**src/rtl/rally_ctrl.sv**
```systemverilog
// Pong match sequencer: start, serve delay, play, goal scoring, game-over hold.
// Every output is a register; the next values come from a single combinational FSM block.
module rally_ctrl #(
    parameter int MAX_SCORE          = 9,
    parameter int M_SCORE_W          = 4,
    parameter int SERVE_DELAY_FRAMES = 60,
    parameter int OVER_HOLD_FRAMES   = 180
) (
    input  logic                 clk_i,
    input  logic                 rst_ni,
    input  logic                 frame_tick_i,
    input  logic                 start_i,
    input  logic                 p_goal_i,
    input  logic                 e_goal_i,
    output logic                 ball_rst_o,
    output logic                 ball_en_o,
    output logic                 serve_dir_o,
    output logic [M_SCORE_W-1:0] p_score_o,
    output logic [M_SCORE_W-1:0] e_score_o,
    output logic                 game_over_o,
    output logic                 winner_o
);
    localparam int CNT_MAX = (SERVE_DELAY_FRAMES > OVER_HOLD_FRAMES) ?
                             SERVE_DELAY_FRAMES : OVER_HOLD_FRAMES;
    localparam int CNT_W   = $clog2(CNT_MAX + 1);
    localparam logic [CNT_W-1:0]     SERVE_LOAD = CNT_W'(SERVE_DELAY_FRAMES);
    localparam logic [CNT_W-1:0]     HOLD_LOAD  = CNT_W'(OVER_HOLD_FRAMES);
    localparam logic [M_SCORE_W-1:0] WIN_SCORE  = M_SCORE_W'(MAX_SCORE);

    typedef enum logic [2:0] {IDLE, SERVE_WAIT, PLAY, OVER_HOLD, OVER_WAIT} state_t;

    state_t               state, state_nxt;
    logic [CNT_W-1:0]     cnt, cnt_nxt;
    logic [M_SCORE_W-1:0] p_nxt, e_nxt, p_inc, e_inc;
    logic                 ball_rst_nxt, ball_en_nxt, dir_nxt, over_nxt, win_nxt;

    assign p_inc = p_score_o + 1'b1;
    assign e_inc = e_score_o + 1'b1;

    always_ff @(posedge clk_i or negedge rst_ni) begin
        if (!rst_ni) begin
            state       <= IDLE;
            cnt         <= '0;
            ball_rst_o  <= 1'b0;
            ball_en_o   <= 1'b0;
            serve_dir_o <= 1'b0;
            p_score_o   <= '0;
            e_score_o   <= '0;
            game_over_o <= 1'b0;
            winner_o    <= 1'b0;
        end else begin
            state       <= state_nxt;
            cnt         <= cnt_nxt;
            ball_rst_o  <= ball_rst_nxt;
            ball_en_o   <= ball_en_nxt;
            serve_dir_o <= dir_nxt;
            p_score_o   <= p_nxt;
            e_score_o   <= e_nxt;
            game_over_o <= over_nxt;
            winner_o    <= win_nxt;
        end
    end

    always_comb begin
        state_nxt    = state;
        cnt_nxt      = cnt;
        p_nxt        = p_score_o;
        e_nxt        = e_score_o;
        dir_nxt      = serve_dir_o;
        over_nxt     = game_over_o;
        win_nxt      = winner_o;
        ball_rst_nxt = 1'b0;
        case (state)
            IDLE, OVER_WAIT: begin
                if (start_i) begin
                    state_nxt    = SERVE_WAIT;
                    cnt_nxt      = SERVE_LOAD;
                    p_nxt        = '0;
                    e_nxt        = '0;
                    dir_nxt      = 1'b1;
                    over_nxt     = 1'b0;
                    win_nxt      = 1'b0;
                    ball_rst_nxt = 1'b1;
                end
            end
            SERVE_WAIT: begin
                if (frame_tick_i) begin
                    cnt_nxt = cnt - 1'b1;
                    if (cnt == CNT_W'(1)) state_nxt = PLAY;
                end
            end
            PLAY: begin
                // p_goal_i has priority; a simultaneous e_goal_i is dropped.
                if (p_goal_i || e_goal_i) begin
                    if (p_goal_i) begin
                        p_nxt   = p_inc;
                        dir_nxt = 1'b1;
                    end else begin
                        e_nxt   = e_inc;
                        dir_nxt = 1'b0;
                    end
                    if ((p_goal_i && p_inc == WIN_SCORE) || (!p_goal_i && e_inc == WIN_SCORE)) begin
                        state_nxt = OVER_HOLD;
                        cnt_nxt   = HOLD_LOAD;
                        over_nxt  = 1'b1;
                        win_nxt   = !p_goal_i;
                    end else begin
                        state_nxt    = SERVE_WAIT;
                        cnt_nxt      = SERVE_LOAD;
                        ball_rst_nxt = 1'b1;
                    end
                end
            end
            OVER_HOLD: begin
                if (frame_tick_i) begin
                    cnt_nxt = cnt - 1'b1;
                    if (cnt == CNT_W'(1)) state_nxt = OVER_WAIT;
                end
            end
            default: state_nxt = IDLE;
        endcase
        ball_en_nxt = (state_nxt == PLAY);
    end
endmodule

```
**config.mk**
```make
export PLATFORM = sky130hd
export DESIGN_NAME = rally_ctrl
export DESIGN_NICKNAME = d
export VERILOG_FILES = /design/src/rtl/rally_ctrl.sv
export SDC_FILE = /design/constraint.sdc
export NUM_CORES = 1
export LEC_CHECK = 0
export ABC_CLOCK_PERIOD_IN_PS = 2600
export CAP_MARGIN = 20
export CORE_AREA = 2 2 58 60
export CTS_CLUSTER_SIZE = 16
export DETAILED_ROUTE_END_ITERATION = 12
export DIE_AREA = 0 0 60 62
export PLACE_DENSITY = 0.78
export SYNTH_ARGS = -nofsm -noshare
export SYNTH_HDL_FRONTEND = slang
export SYNTH_SLANG_ARGS = --single-unit
```
**constraint.sdc**
```tcl
create_clock -name clk_i -period 2.6 [get_ports clk_i]
set_input_delay 0.52 -clock clk_i [delete_from_list [all_inputs] [get_ports clk_i]]
set_output_delay 0.52 -clock clk_i [all_outputs]
set_load 0.01 [all_outputs]
```
======== Word-level counts from Yosys, hierarchy flattened ========
Cells that the tools add are included.
storage, ports and cells
  flip-flop bits (word level) ............. 24
  bits in latches ......................... 0
  bits in writable memories ............... 0
  memory bits (read-only) ................. 0
  input port bits ......................... 6
  output and inout port bits .............. 13
  word-level logic and storage cells ...... 76
  memories ................................ 0
cells by class
  add/sub/neg operators ................... 3
  multipliers ............................. 0
  divide/modulo/power cells ............... 0
  magnitude comparators ................... 0
  eq/ne operators ......................... 14
  shift operators ......................... 0
  mux-type cells .......................... 35
  bitwise operators ....................... 0
  reductions and logical operators ........ 15
operator list
  kind                                                                   count
  8-bit 2-to-1 mux                                                       4
  8-bit case mux with 3 select lines                                     1
  4-bit 2-to-1 mux                                                       5
  3-bit 2-to-1 mux                                                       6
  4-bit case mux with 2 select lines                                     2
  4-bit AND reduction                                                    4
  3-bit case mux with 4 select lines                                     1
  1-bit 2-to-1 mux                                                       11
  2-bit inequality test, second input constant                           5
  3-bit by 2-bit equality test with 1-bit output, second input constant  3
  4-bit by 1-bit adder with 4-bit output, second input constant          2
  4-bit equality test, second input constant                             2
  8-bit by 1-bit equality test with 1-bit output, second input constant  1
  1-bit case mux with 2 select lines                                     4
  8-bit by 1-bit subtractor with 8-bit output, second input constant     1
  2-bit OR reduction                                                     2
  3-bit by 1-bit equality test with 1-bit output, second input constant  1
  3-bit equality test, second input constant                             1
  3-bit logical NOT                                                      1
  3-bit AND reduction                                                    1
  3-bit nonzero test                                                     1
  1-bit logical AND                                                      2
  1-bit logical OR                                                       2
  2-bit 2-to-1 mux                                                       1
  other kinds (3)                                                        3

======== Logic depth before layout (Yosys ltp) ========
Gate-level depths: netlist (run 1).
  word-level depth ........................ 8
  depth in mapped cells ................... 7
  depth with buffers taken out ............ 7

======== Least setup slack after synthesis (run 1) ========
No wires, ideal clock.
  path type ............................... input to register
  start point ............................. in p_goal_i
  end point ............................... reg cnt[0]
  library setup time ...................... 0.125 ns
  arrival time ............................ 1.642 ns
  required time ........................... 2.475 ns
  path slack .............................. 0.833 ns
  stages on the path ...................... 5
  path buffers ............................ 1
  path through ............................ buf_2 -> nor2_2 -> o31a_1 -> o22ai_2 -> mux2_2
on the way
  cells in the longest elaborated chain, start to end .. 3
RTL lines
  what                             line  text
  from (decl)                      13    input logic p_goal_i,
  1-bit logical OR                 94    if (p_goal_i || e_goal_i) begin
  2-bit inequality test (no line)  --
  4-bit AND reduction (no line)    --
  to (signal assigned)             53    cnt <= cnt_nxt;
  to (decl)                        33    logic [CNT_W-1:0] cnt, cnt_nxt;
No other way between the ends.
A chain may end at the register's enable or synchronous reset.

======== Final worst setup path (run 1) ========
  start point ............................. in e_goal_i
  end point ............................... reg cnt[6]
on the way
  cells in the longest elaborated chain, start to end .. 3
RTL lines
  what                             line  text
  from (decl)                      14    input logic e_goal_i,
  1-bit logical OR                 94
  2-bit inequality test (no line)  --
  4-bit AND reduction (no line)    --
No other way between the ends.

==> results of run 1 <==
-- stage by stage --
step	hold WS, ns	area (µm²)	total power [W]
floorplan	0.224	1360	0.000625
global placement	0.487	1590	0.000696
detailed placement	0.487	1590	0.000706
CTS	0.516	1630	0.000907
global route	0.531	1630	0.000957
finish	0.523	1630	0.000903
-- Yosys cell counts, types with 3 or more instances --
| cell | instances |
|---|---|
| ha_1 | 6 |
| nor2_1 | 8 |
| nand2b_1 | 6 |
| inv_1 | 8 |
| o2bb2ai_1 | 3 |
| nand2_1 | 14 |
| dfrtp_1 | 24 |
| o21ai_0 | 18 |
| nand3_1 | 7 |
| a21oi_1 | 5 |
| or3_1 | 3 |
| clkbuf_1 | 3 |
-- path summary, 6_finish.rpt --
path / start / to / slack (ns) / cells after the start
worst max-delay path: e_goal_i / cnt[6] / 0.69 / 6
worst min-delay path: serve_dir_o / serve_dir_o / 0.52 / 1
worst max register to register: p_score_o[0] / game_over_o / 0.73 / 6
min in group asynchronous: rst_ni / e_score_o[0] / 0.54 / 2
max in group asynchronous: rst_ni / cnt[7] / 1.82 / 2
worst min register to register: serve_dir_o / serve_dir_o / 0.52 / 1
-- critical path, delay by kind of cell --
family | cells | cell delay (ns)
AO/OA/AOI/OAI | 2 | 0.48
AND/OR/NAND/NOR | 3 | 0.68
buffers and inverters | 1 | 0.45
-- sequential cells by signal (all words and copies together), names as in the netlist --
register     count
p_score_o        4
winner_o         1
serve_dir_o      1
game_over_o      1
state            3
ball_rst_o       1
cnt              8
ball_en_o        1
e_score_o        4
-- per-layer routing --
metal  routed length (µm)  share of wire (%)  global-route usage [%]
met5                    0                  0                       0
met4                   42                1.4                    8.57
met3                  167                5.7                    2.69
met2                 1460                 50                    30.9
met1                 1280                 43                    22.4
-- cells by family (layout without fill, tap and decap cells) --
kind of cell               count (synthesis)  in the layout
buffers and inverters                     13             33
xor gates and xnor gates                   4              4
adders and majority gates                  6              6
and+or+nand+nor                           52             52
DFF                                       24             24
muxes                                      1              1
AOI/OAI and AO/OA                         44             44
-- power breakdown --
group	total, W	internal [W]	switching, W	leakage (nW)
Sequential	0.000485	0.000421	0.0000637	0.305
Combinational	0.000216	0.0000979	0.000118	0.320
Clock	0.000203	0.0000858	0.000117	0.0210
Total	0.000903	0.000605	0.000298	0.646
-- final cells by class --
| cell class | count | area, µm² |
|---|---|---|
| inverters | 9 | 33.8 |
| fillers | 290 | 1550 |
| clock buffers | 4 | 36.3 |
| multi-input cells | 107 | 704 |
| well taps | 46 | 57.6 |
| flip-flops and latches | 24 | 601 |
| repair buffers | 20 | 195 |
==> qor.yml, run 1 <==
status: "finished clean"
min_path_type: "flip-flop to flip-flop"
hold_viol: 0
yosys.area.top_type: "dfrtp_1"
dp_hpwl_um: 2240
io_pins: 19
finalNetCount: 177
cts_tree: "done"
finClkSkew_ns: 0.00215
preCtsSetupSlack_ns: 0.355
grt_max_degree: 25
syn_inst: 144
cts_root_buffer: "clkbuf_4"
io_buffers: 18
syn_nets: 156
drive_above_1_share_pct: 7.32
leakage_nw: 0.646
track_usage_pct: 18.0
synth_edf_count: 0
die_area_um2: 3720
start_util_pct: 42.6
clk_pin_slew_ns: 0.13
antenna_cells: 0
antenna_left: 0
gp_congestion: 0.849
yosysWarnings: 0
dp.cells: 206
fin_setup_tns_ns: 0
drc: 0
layout_common_cells: "24 x dfrtp_1, 18 x o21ai_0, 18 x clkdlybuf4s50_1"
max_clock_freq_mhz: 523
max_slew.worst_pin.slew_ns: 0.504
syn_area_um2: 1360
max_slew_margin_pct: 66.4
vias: 1176
final_common_cell: "dfrtp_1"
die_w_um: 60
cts_setup_buffers: 0
synth_seq_cells: 24
wl_um: 2950
maxCapViolCount: 0
synth.distinct_cells: 44
hold_buffers: 0
synth-simple-area-share_pct: 21.3
required_ns: 2.82
insertion_delay_ns: 0.32
synthFlopType: "dfrtp_1"
slowest_stage: "clkdlybuf4s50_1"
synthArstFlopShare_pct: 100
rows: 21
p_per_area_nw_per_um2: 555
crit_arrival_ns: 2.13
fin_crit_ns: 1.91
grt_pass1_wl_um: 5020
syn_avg_cell_area_um2: 9.41
synth_area_leaders: "dfrtp_1 44%, o21ai_0 6.6%, ha_1 5.5%"
grt_remaining_overflow: 0
design.core.area_um2: 3180
cts.repair.resized: 0
synth_xor_area_share_pct: 2.59
first_pass_iters: 4
crit_fanout: 7
die_h_um: 62
period_share_pct: 73.5
endpoint_kind: "flip-flop"
synth_mux_area_share_pct: 0.831
synth-adder-area-share_pct: 5.54
detail_route.iter0.violations: 56
synth_top_area_share_pct: 44.3
timing.final.ws_setup_ns: 0.688
ir_drop_v: 0.000350
grt_pass1_vias: 1136
slowest_delay_ns: 0.45
clock-sinks: 24
ys_seq_area_share_pct: 44.3
htree_levels: 1
setup_viol: 0
synth_compound_area_share_pct: 21.7
ctsLongestPathBuffers: 2
area_growth_pct: 20.1
rsz0062_at_grt: "no"
worstSetupStartpointType: "primary input"
slew_violations: 0
routedWlPerCell_um: 14.1
grt_antenna_before_repair: 0
via_per_inst: 5.60
crit_type: "primary input to flip-flop"
final_cells: 210
finish.utilization_pct: 51.2
cts_made_buffers: 3
synth_top_family_by_area: "compound AO/OA/AOI/OAI gates"
crit_chain: "clkdlybuf4s50_1 > nor2_2 > o21a_1 > or2_0 > nand2b_1 > o41ai_1"
(Power assumes the default switching activity.)
==> run 2: changes to the inputs <==
--- a/config.mk
+++ b/config.mk
@@ -5,13 +5,13 @@
 export SDC_FILE = /design/constraint.sdc
 export NUM_CORES = 1
 export LEC_CHECK = 0
-export ABC_CLOCK_PERIOD_IN_PS = 2600
+export ABC_CLOCK_PERIOD_IN_PS = 1700
 export CAP_MARGIN = 20
 export CORE_AREA = 2 2 58 60
 export CTS_CLUSTER_SIZE = 16
 export DETAILED_ROUTE_END_ITERATION = 12
 export DIE_AREA = 0 0 60 62
-export PLACE_DENSITY = 0.78
+export PLACE_DENSITY = 0.81
 export SYNTH_ARGS = -nofsm -noshare
 export SYNTH_HDL_FRONTEND = slang
 export SYNTH_SLANG_ARGS = --single-unit
==> constraint.sdc (replaced) <==
create_clock -name clk_i -period 1.7 [get_ports clk_i]
set_input_delay 0.34 -clock clk_i [delete_from_list [all_inputs] [get_ports clk_i]]
set_output_delay 0.34 -clock clk_i [all_outputs]
set_load 0.01 [all_outputs]
==> run 2 against run 1 <==
The flow now finishes with violations (setup timing). Setup slack worse by 0.71 ns. Combinational power is 100% higher. Sequential power grew 47%. Die area is the same. Clock power rose by 23%. Global-route usage grew 1.2 points. Clock-buffer cell count shrank 1. Design area increased by 12%. Clock skew about the same. Critical path depth fell by 1. Critical path type is now flip-flop to flip-flop. Critical endpoint is now state[2]. Highest routed layer unchanged.
==> qor.yml, run 2 (same netlist as run 1, synthesis figures left out) <==
pwr-share-seq_pct: 50.9  # was 53.7%
start_util_pct: 42.6  # unchanged
die_w_um: 60  # unchanged
io_pins: 19  # unchanged
antenna_left: 0  # unchanged
io_buffers: 18  # unchanged
drc: 0  # unchanged
rows: 21  # unchanged
maxCapViolCount: 0  # unchanged
slew_violations: 0  # unchanged
fin_crit_ns: 1.72
reg2reg_to: "state[2]"  # was game_over_o
track_usage_pct: 19.3  # was 18.0%
detail_route.iter0.violations: 36  # was 56
design.core.area_um2: 3180  # unchanged
die_h_um: 62  # unchanged
slowest_delay_ns: 0.58  # was 0.45 ns
htree_levels: 1  # unchanged
r2r-start: "cnt[2]"  # was p_score_o[0]
largest_reg_flops: 8  # unchanged
period_share_pct: 101
clk_pin_slew_ns: 0.12  # was 0.13 ns
required_ns: 1.92  # was 2.82 ns
internal_power_w: 0.000941  # was 0.000605 W
die_area_um2: 3720  # unchanged
crit_chain: "or4_4 > nor4_4 > buf_4 > nand4_1 > o41ai_2"  # was clkdlybuf4s50_1 > nor2_2 > o21a_1 > or2_0 > nand2b_1 > o41ai_1
area_growth_pct: 35.1  # was 20.1%
total_power_w: 0.00140  # was 0.000903 W
finalNetCount: 202  # was 177
timing.final.ws_setup_ns: -0.0195  # was 0.688 ns
grt_remaining_overflow: 0  # unchanged
swShare_pct: 32.9  # was 33.0%
cts_root_buffer: "clkbuf_4"  # unchanged
rsz0062_at_grt: "yes"  # was no
setup_viol: 1  # was 0
crit_fanout: 4  # was 7
grt_max_degree: 25  # unchanged
clock-sinks: 24  # unchanged
first_pass_iters: 4  # unchanged
pwr-share-clk_pct: 17.8  # was 22.4%
p_comb_share_pct: 31.2  # was 23.9%
min_path_type: "primary input to async pin"  # was flip-flop to flip-flop
insertion_delay_ns: 0.32  # about the same
status: "finished, violations left"  # was finished clean
cts_tree: "done"  # unchanged
violations: "setup timing"
gp_congestion: 0.910  # was 0.849
via_per_inst: 5.36  # was 5.60
crit_arrival_ns: 1.94  # was 2.13 ns
reg2reg_slack_ns: -0.02  # was 0.73 ns
grt_pass1_vias: 1220  # was 1136
ir_drop_v: 0.000575  # was 0.000350 V
finClkSkew_ns: 0.00201  # was 0.00215 ns
antenna_cells: 0  # unchanged
reg_top3: "cnt: 8 flops, e_score_o: 4 flops, p_score_o: 4 flops"  # unchanged
grt_antenna_before_repair: 0  # unchanged
cts_made_buffers: 3  # unchanged
rr_worst_depth: 5  # was 6
worstSetupStartpointType: "flip-flop"  # was primary input
slowest_stage: "or4_4"  # was clkdlybuf4s50_1
p_per_area_nw_per_um2: 766  # was 555 nW/µm²
hold_viol: 0  # unchanged
vias: 1255  # was 1176
preCtsSetupSlack_ns: -0.327  # was 0.355 ns
grt_pass1_wl_um: 5250  # was 5020 µm
switching_power_w: 0.000461  # was 0.000298 W
layout_common_cells: "27 x buf_4, 23 x dfrtp_1, 16 x o21ai_0"  # was 24 x dfrtp_1, 18 x o21ai_0, 18 x clkdlybuf4s50_1
max_slew.worst_pin.slew_ns: 0.379  # was 0.504 ns
critical_path_buf_inv_count: 1  # unchanged
max_slew_margin_pct: 74.6  # was 66.4%
max_clock_freq_mhz: 582
final_common_cell: "buf_4"  # was dfrtp_1
wl_um: 3390  # was 2950 µm
dp.cells: 227  # was 206
dp_hpwl_um: 2550  # was 2240 µm
fin_setup_tns_ns: -0.0195  # was 0 ns
hold_buffers: 0  # unchanged
endpoint_kind: "flip-flop"  # unchanged
crit_type: "flip-flop to flip-flop"  # was primary input to flip-flop
drive_above_1_share_pct: 21.3  # was 7.32%
critical-path-top-delay-family: "simple AND/OR/NAND/NOR gates"  # unchanged
largest_register: "cnt"  # unchanged
final_cells: 234  # was 210
ctsLongestPathBuffers: 2  # unchanged
routedWlPerCell_um: 14.5  # was 14.1 µm
leakage_nw: 0.840  # was 0.646 nW
## run 2: per-stage QoR
stage               util, %  hold WS, ns  area (µm²)
finish                 57.6        0.366        1830
global route           57.6        0.372        1830
CTS                    55.7        0.373        1770
detailed placement     55.0        0.479        1750
global placement       55.0        0.477        1750
floorplan                 -       0.0444        1360
## run 2: power by group through the flow
stage                     clock (W)  combinational, W  sequential, W
final                      0.000250          0.000438       0.000714
after global routing       0.000285          0.000497       0.000726
after CTS                  0.000255          0.000433       0.000714
after detailed placement          0          0.000430       0.000725
after global placement            0          0.000409       0.000718
after floorplan                   0          0.000231       0.000725
## run 2: layout make-up
| class | instances | area, µm² |
|---|---|---|
| clock buffers | 3 | 22.5 |
| well taps | 46 | 57.6 |
| inverters | 9 | 33.8 |
| fillers | 276 | 1350 |
| flip-flops and latches | 24 | 602 |
| repair buffers | 45 | 393 |
| multi-input cells | 107 | 722 |
## run 2: per-layer routing
layer	vias up	track usage [%]	routed length, µm
met5	-	0	0
met4	0	10.2	56
met3	8	3.73	102
met2	26	34.0	1810
met1	610	22.1	1420
li1	611	-	-
## run 2: how the worst max path moves through the flow
stage               startpoint        to  slack (ns)  cells past startpoint
global placement      p_goal_i    cnt[6]       -0.24                      6
detailed placement    e_goal_i    cnt[6]       -0.33                      6
finish                  cnt[2]  state[2]       -0.02                      5
global route            cnt[2]  state[2]       -0.06                      5
floorplan             state[0]    cnt[0]        0.10                      4
CTS                   e_goal_i    cnt[6]       0.005                      6
## run 2: timing repair
action                     CTS  global route
setup endpoints to repair    0            14
gates resized for setup      0            11
setup buffers                0             4
